[config.mk]
export PLATFORM = sky130hd
export DESIGN_NAME = vga_tile_scan
export DESIGN_NICKNAME = d
export VERILOG_FILES = /design/src/rtl/vga_pkg.sv /design/src/rtl/vga_timing.sv /design/src/rtl/vga_tile_scan.sv
export SDC_FILE = /design/constraint.sdc
export NUM_CORES = 1
export LEC_CHECK = 0
export CORE_MARGIN = 10
export CORE_UTILIZATION = 53
export DETAILED_ROUTE_END_ITERATION = 8
export PLACE_DENSITY = 0.81
export SYNTH_ARGS = -nofsm -noshare
export SYNTH_HDL_FRONTEND = slang
export SYNTH_SLANG_ARGS = --single-unit
[constraint.sdc]
create_clock -name clk -period 10.4 [get_ports clk]
set_clock_uncertainty 0.2 [all_clocks]
set_input_delay 3.12 -clock clk [delete_from_list [all_inputs] [get_ports clk]]
set_output_delay 3.12 -clock clk [all_outputs]
set_load 0.005 [all_outputs]
[src/rtl/vga_pkg.sv]
// Shared VGA 640x480@60 timing constants and board field widths for the tile
// scan pipeline.
package vga_pkg;

  localparam int H_VISIBLE    = 640;
  localparam int H_SYNC_START = 656;
  localparam int H_SYNC_END   = 751;
  localparam int H_TOTAL      = 800;

  localparam int V_VISIBLE    = 480;
  localparam int V_SYNC_START = 490;
  localparam int V_SYNC_END   = 491;
  localparam int V_TOTAL      = 525;

  localparam int BOARD_W = 64;
  localparam int EXP_W   = 4;
  localparam int POS_W   = 5;
  localparam int CNT_W   = 11;

  // Origin of tile column/row idx along one axis, evaluated at elaboration only.
  function automatic int tile_origin(input int base, input int pitch, input int idx);
    return base + pitch * idx;
  endfunction

endpackage

[src/rtl/vga_timing.sv]
// Pixel-tick divider, h/v counters and registered sync/valid. Also exposes the
// next counter values so downstream decode can register in lockstep.
module vga_timing
  import vga_pkg::*;
#(
  parameter int PIX_DIV = 4,
  parameter int H_VIS   = H_VISIBLE,
  parameter int H_SS    = H_SYNC_START,
  parameter int H_SE    = H_SYNC_END,
  parameter int H_TOT   = H_TOTAL,
  parameter int V_VIS   = V_VISIBLE,
  parameter int V_SS    = V_SYNC_START,
  parameter int V_SE    = V_SYNC_END,
  parameter int V_TOT   = V_TOTAL
) (
  input  logic              clk,
  input  logic              rst_n,
  output logic              tick,
  output logic [CNT_W-1:0]  h_next,
  output logic [CNT_W-1:0]  v_next,
  output logic              vis_next,
  output logic [CNT_W-1:0]  h_cnt,
  output logic [CNT_W-1:0]  v_cnt,
  output logic              hsync,
  output logic              vsync,
  output logic              valid
);

  localparam logic [3:0]       DIV_LAST = 4'(PIX_DIV - 1);
  localparam logic [CNT_W-1:0] H_LAST   = CNT_W'(H_TOT - 1);
  localparam logic [CNT_W-1:0] V_LAST   = CNT_W'(V_TOT - 1);
  localparam logic [CNT_W-1:0] H_VIS_C  = CNT_W'(H_VIS);
  localparam logic [CNT_W-1:0] V_VIS_C  = CNT_W'(V_VIS);
  localparam logic [CNT_W-1:0] H_SS_C   = CNT_W'(H_SS);
  localparam logic [CNT_W-1:0] H_SE_C   = CNT_W'(H_SE);
  localparam logic [CNT_W-1:0] V_SS_C   = CNT_W'(V_SS);
  localparam logic [CNT_W-1:0] V_SE_C   = CNT_W'(V_SE);

  logic [3:0]       div_reg;
  logic [CNT_W-1:0] h_reg;
  logic [CNT_W-1:0] v_reg;
  logic             hsync_reg;
  logic             vsync_reg;
  logic             valid_reg;
  logic             h_wrap;

  assign tick     = (div_reg == DIV_LAST);
  assign h_wrap   = (h_reg == H_LAST);
  assign h_next   = h_wrap ? '0 : h_reg + 1'b1;
  assign v_next   = !h_wrap ? v_reg : ((v_reg == V_LAST) ? '0 : v_reg + 1'b1);
  assign vis_next = (h_next < H_VIS_C) && (v_next < V_VIS_C);

  always_ff @(posedge clk or negedge rst_n) begin
    if (!rst_n) begin
      div_reg   <= '0;
      h_reg     <= '0;
      v_reg     <= '0;
      hsync_reg <= 1'b1;
      vsync_reg <= 1'b1;
      valid_reg <= 1'b1;
    end else begin
      div_reg <= tick ? '0 : div_reg + 1'b1;
      // Sync/valid come from next values so they line up with the new counters.
      if (tick) begin
        h_reg     <= h_next;
        v_reg     <= v_next;
        hsync_reg <= !((h_next >= H_SS_C) && (h_next <= H_SE_C));
        vsync_reg <= !((v_next >= V_SS_C) && (v_next <= V_SE_C));
        valid_reg <= vis_next;
      end
    end
  end

  assign h_cnt = h_reg;
  assign v_cnt = v_reg;
  assign hsync = hsync_reg;
  assign vsync = vsync_reg;
  assign valid = valid_reg;

endmodule

[src/rtl/vga_tile_scan.sv]
// VGA timing plus 4x4 tile classification and a per-frame board snapshot, so
// h_cnt/v_cnt/curpos/curdata always describe the same pixel.
module vga_tile_scan
  import vga_pkg::*;
#(
  parameter int PIX_DIV    = 4,
  parameter int TILE_W     = 80,
  parameter int TILE_PITCH = 96,
  parameter int X0         = 136,
  parameter int Y0         = 66,
  parameter int H_VIS      = H_VISIBLE,
  parameter int H_SS       = H_SYNC_START,
  parameter int H_SE       = H_SYNC_END,
  parameter int H_TOT      = H_TOTAL,
  parameter int V_VIS      = V_VISIBLE,
  parameter int V_SS       = V_SYNC_START,
  parameter int V_SE       = V_SYNC_END,
  parameter int V_TOT      = V_TOTAL
) (
  input  logic        clk,
  input  logic        rst_n,
  input  logic [63:0] board_in,
  output logic [10:0] h_cnt,
  output logic [10:0] v_cnt,
  output logic        hsync,
  output logic        vsync,
  output logic        valid,
  output logic [4:0]  curpos,
  output logic [3:0]  curdata,
  output logic        frame_tick
);

  localparam logic [CNT_W-1:0] V_SNAP = CNT_W'(V_VIS);

  logic             tick;
  logic             vis_next;
  logic [CNT_W-1:0] h_next;
  logic [CNT_W-1:0] v_next;

  vga_timing #(
    .PIX_DIV (PIX_DIV),
    .H_VIS   (H_VIS),
    .H_SS    (H_SS),
    .H_SE    (H_SE),
    .H_TOT   (H_TOT),
    .V_VIS   (V_VIS),
    .V_SS    (V_SS),
    .V_SE    (V_SE),
    .V_TOT   (V_TOT)
  ) u_timing (
    .clk      (clk),
    .rst_n    (rst_n),
    .tick     (tick),
    .h_next   (h_next),
    .v_next   (v_next),
    .vis_next (vis_next),
    .h_cnt    (h_cnt),
    .v_cnt    (v_cnt),
    .hsync    (hsync),
    .vsync    (vsync),
    .valid    (valid)
  );

  logic [3:0] col_hit;
  logic [3:0] row_hit;

  genvar gi;
  generate
    for (gi = 0; gi < 4; gi++) begin : g_origin
      localparam int XL = tile_origin(X0, TILE_PITCH, gi);
      localparam int YL = tile_origin(Y0, TILE_PITCH, gi);
      localparam logic [CNT_W-1:0] X_LO = CNT_W'(XL);
      localparam logic [CNT_W-1:0] X_HI = CNT_W'(XL + TILE_W);
      localparam logic [CNT_W-1:0] Y_LO = CNT_W'(YL);
      localparam logic [CNT_W-1:0] Y_HI = CNT_W'(YL + TILE_W);
      assign col_hit[gi] = (h_next >= X_LO) && (h_next < X_HI);
      assign row_hit[gi] = (v_next >= Y_LO) && (v_next < Y_HI);
    end
  endgenerate

  logic [1:0]         col_idx;
  logic [1:0]         row_idx;
  logic [3:0]         tile_idx;
  logic               tile_hit;
  logic [POS_W-1:0]   pos_next;
  logic [EXP_W-1:0]   data_next;
  logic               snap_hit;
  logic [BOARD_W-1:0] snap_reg;
  logic [POS_W-1:0]   curpos_reg;
  logic [EXP_W-1:0]   curdata_reg;
  logic               frame_tick_reg;

  always_comb begin
    col_idx = 2'd0;
    row_idx = 2'd0;
    for (int i = 0; i < 4; i++) begin
      if (col_hit[i]) col_idx = 2'(i);
      if (row_hit[i]) row_idx = 2'(i);
    end
  end

  assign tile_hit  = (|col_hit) && (|row_hit) && vis_next;
  assign tile_idx  = {row_idx, col_idx};
  assign pos_next  = tile_hit ? {1'b0, tile_idx} + 5'd1 : '0;
  // Reads the snapshot held before any update this tick; updates only land at v=V_VIS.
  assign data_next = tile_hit ? snap_reg[{tile_idx, 2'b00} +: EXP_W] : '0;
  assign snap_hit  = tick && (h_next == '0) && (v_next == V_SNAP);

  always_ff @(posedge clk or negedge rst_n) begin
    if (!rst_n) begin
      snap_reg       <= '0;
      curpos_reg     <= '0;
      curdata_reg    <= '0;
      frame_tick_reg <= 1'b0;
    end else begin
      frame_tick_reg <= snap_hit;
      if (snap_hit) snap_reg <= board_in;
      if (tick) begin
        curpos_reg  <= pos_next;
        curdata_reg <= data_next;
      end
    end
  end

  assign curpos     = curpos_reg;
  assign curdata    = curdata_reg;
  assign frame_tick = frame_tick_reg;

endmodule

# After elaboration in Yosys (flattened, before gate mapping)

Cells that the tools add are included.
W data, S select, Z words.

Output and inout bits: 35
Register bits after elaboration: 103
Logic and storage cells: 73

Reduce and logical (&&, ||, !) cells: 20
Mux-type cells: 12
Add/sub/neg operators: 4
Shift operators: 1
Eq/ne operators: 4
Order comparisons: 22

Operator list:

| kind                    | count |
|---|---|
| $lt A11 B9 Y1 const B   | 6 |
| $shiftx A64 B7 Y4       | 1 |
| $ge A11 B9 Y1 const B   | 5 |
| $ge A11 B8 Y1 const B   | 3 |
| $lt A11 B8 Y1 const B   | 3 |
| $mux W11                | 3 |
| $add A11 B1 Y11 const B | 2 |
| $eq A11 B10 Y1 const B  | 2 |
| $logic_and A1 B1 Y1     | 15 |
| $eq A11 B9 Y1 const B   | 1 |
| $ge A11 B10 Y1 const B  | 1 |
| $ge A11 B7 Y1 const B   | 1 |
| $le A11 B10 Y1 const B  | 1 |
| $le A11 B9 Y1 const B   | 1 |
| $logic_not A11 Y1       | 1 |
| $lt A11 B10 Y1 const B  | 1 |
| $mux W2                 | 4 |
| $mux W4                 | 2 |
| $reduce_or A4 Y1        | 2 |
| $add A4 B1 Y5 const B   | 1 |
| $mux W5                 | 1 |
| $add A4 B1 Y4 const B   | 1 |
| $eq A4 B2 Y1 const B    | 1 |
| $logic_not A1 Y1        | 2 |
| $mux W1                 | 2 |

# Depth between registers and ports, before layout

Word-level depth: 10
Depth in mapped cells: 15
Mapped depth without buffers: 12

# Hierarchy

Synthesis repeated with hierarchy kept, for this count alone.

Cells, all modules: 553
Area total of the unflattened synthesis: 5945.7 sq um

By module, submodules not included:

| module        | sequential area each (sq um) | instances | cells each | area each (sq um) |
|---|---|---|---|---|
| vga_tile_scan | 1851.8                       | 1         | 314        | 3867.5 |
| vga_timing    | 729.4                        | 1         | 239        | 2078.2 |

# Worst setup path after synthesis

Ideal clock, no wire load.

Path kind: flip-flop to output port
Start: reg u_timing.hsync_reg (netlist: u_timing.hsync)
End: out hsync
Required time: 7080 ps
Cell stages (with the launch flop): 1
Buffers on the path: 0
Arrival: 510 ps
Slack: 6570 ps
Path through: dfstp_2

RTL lines:

| what                   | line                | source |
|---|---|---|
| from (decl)            | vga_timing.sv:42    | `logic hsync_reg;` |
| from (signal assigned) | vga_timing.sv:67    | `hsync_reg <= !((h_next >= H_SS_C) && (h_next <= H_SE_C));` |
| to (decl)              | vga_tile_scan.sv:25 | `output logic hsync,` |

No word-level cell between the ends.

# Final worst setup path

Start: reg u_timing.h_reg[0] (netlist: u_timing.h_cnt[0])
End: reg snap_reg[36]

Word-level cells in the longest chain between the ends: 5

RTL lines:

| what                                                     | line                               | source |
|---|---|---|
| from (decl)                                              | vga_timing.sv:40                   | `logic [CNT_W-1:0] h_reg;` |
| from (signal assigned)                                   | vga_timing.sv:65                   | `h_reg <= h_next;` |
| $add A11 B1 Y11 / $eq A11 B10 Y1 (equally long branches) | vga_timing.sv:49, vga_timing.sv:48 |  |
| $mux W11                                                 | vga_timing.sv:49                   | `assign h_next = h_wrap ? '0 : h_reg + 1'b1;` |
| $logic_not A11 Y1                                        | vga_tile_scan.sv:107               | `assign snap_hit = tick && (h_next == '0) && (v_next == V_SNAP);` |
| $logic_and A1 B1 Y1                                      | vga_tile_scan.sv:107               |  |
| $logic_and A1 B1 Y1 *                                    | vga_tile_scan.sv:107               |  |
| to (signal assigned)                                     | vga_tile_scan.sv:117               | `if (snap_hit) snap_reg <= board_in;` |
| to (decl)                                                | vga_tile_scan.sv:88                | `logic [BOARD_W-1:0] snap_reg;` |

Mark *: on every way between the ends. The rest lies on a longest branch, timed or not.
A chain may end at the register's enable or synchronous reset.

==> results.cfg <==
[outcome]
run_status = finished clean

[finish]
drive_above_1_share_pct = 6.11
design_area_um2 = 7160
final_common_cell = nand2_1
largest_reg_flops = 64
n_antenna_cell = 0
syn_to_final_growth_pct = 20.6
mostFrequentLayoutCells = 245 x nand2_1, 100 x dfrtp_1, 99 x clkdlybuf4s50_1
nets = 852

[sta]
post-route-period-util_pct = 50.8
slew_headroom_pct = 20.8
worst_pin_slew_ps = 1190
slew_viol_final = 0
max_freq_mhz = 189
fin_tns_setup_ps = 0
hold_violations = 0
rsz0062_at_grt = false
period_needed_ps = 5280
setup_viol = 0

[setup_path]
crit_path_start_kind = flip-flop
cp_cell_sequence = ha_1 > nand4_1 > nor3_2 > and3_1 > xor2_1 > nand4_1 > or4_2 > nand2_1 > nand2_1
crit_type = reg -> reg
max_stage_delay_ps = 1240
worstPathRequired_ps = 10460
crit_slowest_cell = or4_2
arrival_ps = 5350
cp-end-kind = flip-flop
crit_fanout = 64

[grt]
antenna_found_initial = 0
grt_pass1_vias = 5353
overflow = 0
grt_usage_pct = 19.7
grt_first_pass_wirelength_um = 26700
grt_max_degree = 82

[pwr]
p_leak_uw = 0.00298
vdd_drop_max_uv = 80.1
total_power_uw = 690
p_per_area_nw_per_um2 = 96.4

[floorplanning]
core_area_um2 = 10900
num_io_pins = 101
start_util_pct = 54.5
die_area_um2 = 15800
dieHeight_um = 126
num_rows = 38
chipWidth_um = 126

[place]
dpl.hpwl_um = 11600
numPortBuffers = 100
postPlaceCellArea_um2 = 6960
gp_congestion = 0.889

[detailed_routing]
detail_route.wirelength_um = 16100
vias_per_cell = 5.83
dr.first_iter.drc_count = 526
drc_errors = 0
vias = 5396
routedWlPerCell_um = 17.4
ant_nets = 0
first_pass_iters = 5

[logic_synthesis]
yosysWarnings = 0
ys_seq_area_share_pct = 43.5
synthDistinctLibCells = 67
synth_edf_count = 0
async_flop_share_pct = 100
syn_nets = 781
syn-cell-area_um2 = 5940
netlist_instances = 709
yosys_most_used_dff = dfrtp_1
syn_area_per_cell_um2 = 8.37
synth_seq_cells = 103

[clocking]
path_clk_slew_ps = 110
root_buffer = clkbuf_8
postCtsHoldBufs = 0
clock_path_buffers = 2
post_cts_buffers = 0
cts.sinks = 103
htreeDepth = 3
tritoncts = built
clk_latency_ps = 380
cts_inserted_buffers = 9
cts_resized = 0

[run]
drv_cap = 0

[worst_hold_path]
hp-class = reg -> reg
cells in the mapped netlist (7+ instances only):
cell / count / area share (%)
buf_1: 7 / 0.44
a21oi_1: 15 / 1.3
nor3_1: 8 / 0.67
o21ai_0: 28 / 2.4
o22ai_1: 7 / 0.74
clkbuf_1: 32 / 2.0
o31ai_1: 8 / 1.0
and3_1: 9 / 0.95
xnor2_1: 20 / 3.0
nand4_1: 7 / 0.74
nand3_1: 19 / 1.6
xor2_1: 8 / 1.2
inv_1: 9 / 0.57
nand2_1: 245 / 15
a211oi_1: 11 / 1.4
or4_1: 7 / 0.89
dfrtp_1: 100 / 42
nor4_1: 7 / 0.74
nor2_1: 27 / 1.7
mux2i_1: 18 / 3.0
nand2b_1: 9 / 0.95
critical path, delay by kind of cell (launching register included):
family	cells	cell delay, ps
flip-flops	1	560
XOR/XNOR	1	400
adder cells (fa/ha/maj)	1	460
AND/OR/NAND/NOR	7	3520
power breakdown:
| group | internal (uW) | leakage [uW] | switching, uW |
|---|---|---|---|
| Sequential | 400 | 0.00108 | 0 |
| Clock | 100 | 0.000102 | 157 |
| Combinational | 21.5 | 0.00180 | 11.0 |
| Total | 522 | 0.00298 | 168 |
cell type report:
type	count	area, um2
clock inverters	6	57.6
flip-flops and latches	103	2580
repair buffers	106	1040
inverters	10	37.5
clock buffers	10	138
well taps	140	175
fillers	908	3730
multi-input cells	550	3130
metrics by stage:
stage,util [%],cells,worst slack (ps),hold slack [ps]
finish,65.8,925,5120,271
global route,65.8,925,4640,285
CTS,65.8,925,5150,271
detailed placement,64.0,909,5230,255
global placement,64.0,909,5390,245
floorplan,-,709,6570,233
per-layer routing:
metal  share of wire, %  track usage (%)  vias up
li1                   -                -     2586
met1                 43             25.7     2577
met2                 49             32.7      211
met3                7.0             4.40       22
met4                1.3             4.55        0
met5                  0                0        -
kinds of logic after synthesis:
kind of cell               after synthesis  synth area share [%]
xor gates and xnor gates                28                  4.13
and+or+nand+nor                        371                  28.2
buffers and inverters                   56                  4.05
DFF                                    103                  43.5
AOI/OAI and AO/OA                      119                  14.2
muxes                                   25                  4.55
adders and majority gates                7                  1.43
path summary, 6_finish.rpt:
| kind | from | endpoint | slack, ps | cells past startpoint |
|---|---|---|---|---|
| setup / recovery | u_timing.h_cnt[0] | snap_reg[36] | 5120 | 9 |
| hold / removal | u_timing.div_reg[0] | u_timing.div_reg[0] | 270 | 1 |
| setup reg to reg | u_timing.h_cnt[0] | snap_reg[36] | 5120 | 9 |
| hold reg to reg | u_timing.div_reg[0] | u_timing.div_reg[0] | 270 | 1 |
| max in group asynchronous | rst_n | snap_reg[18] | 6260 | 2 |
| min in group asynchronous | rst_n | u_timing.div_reg[1] | 2420 | 1 |
No activity file was read; power rests on OpenSTA's default activity.
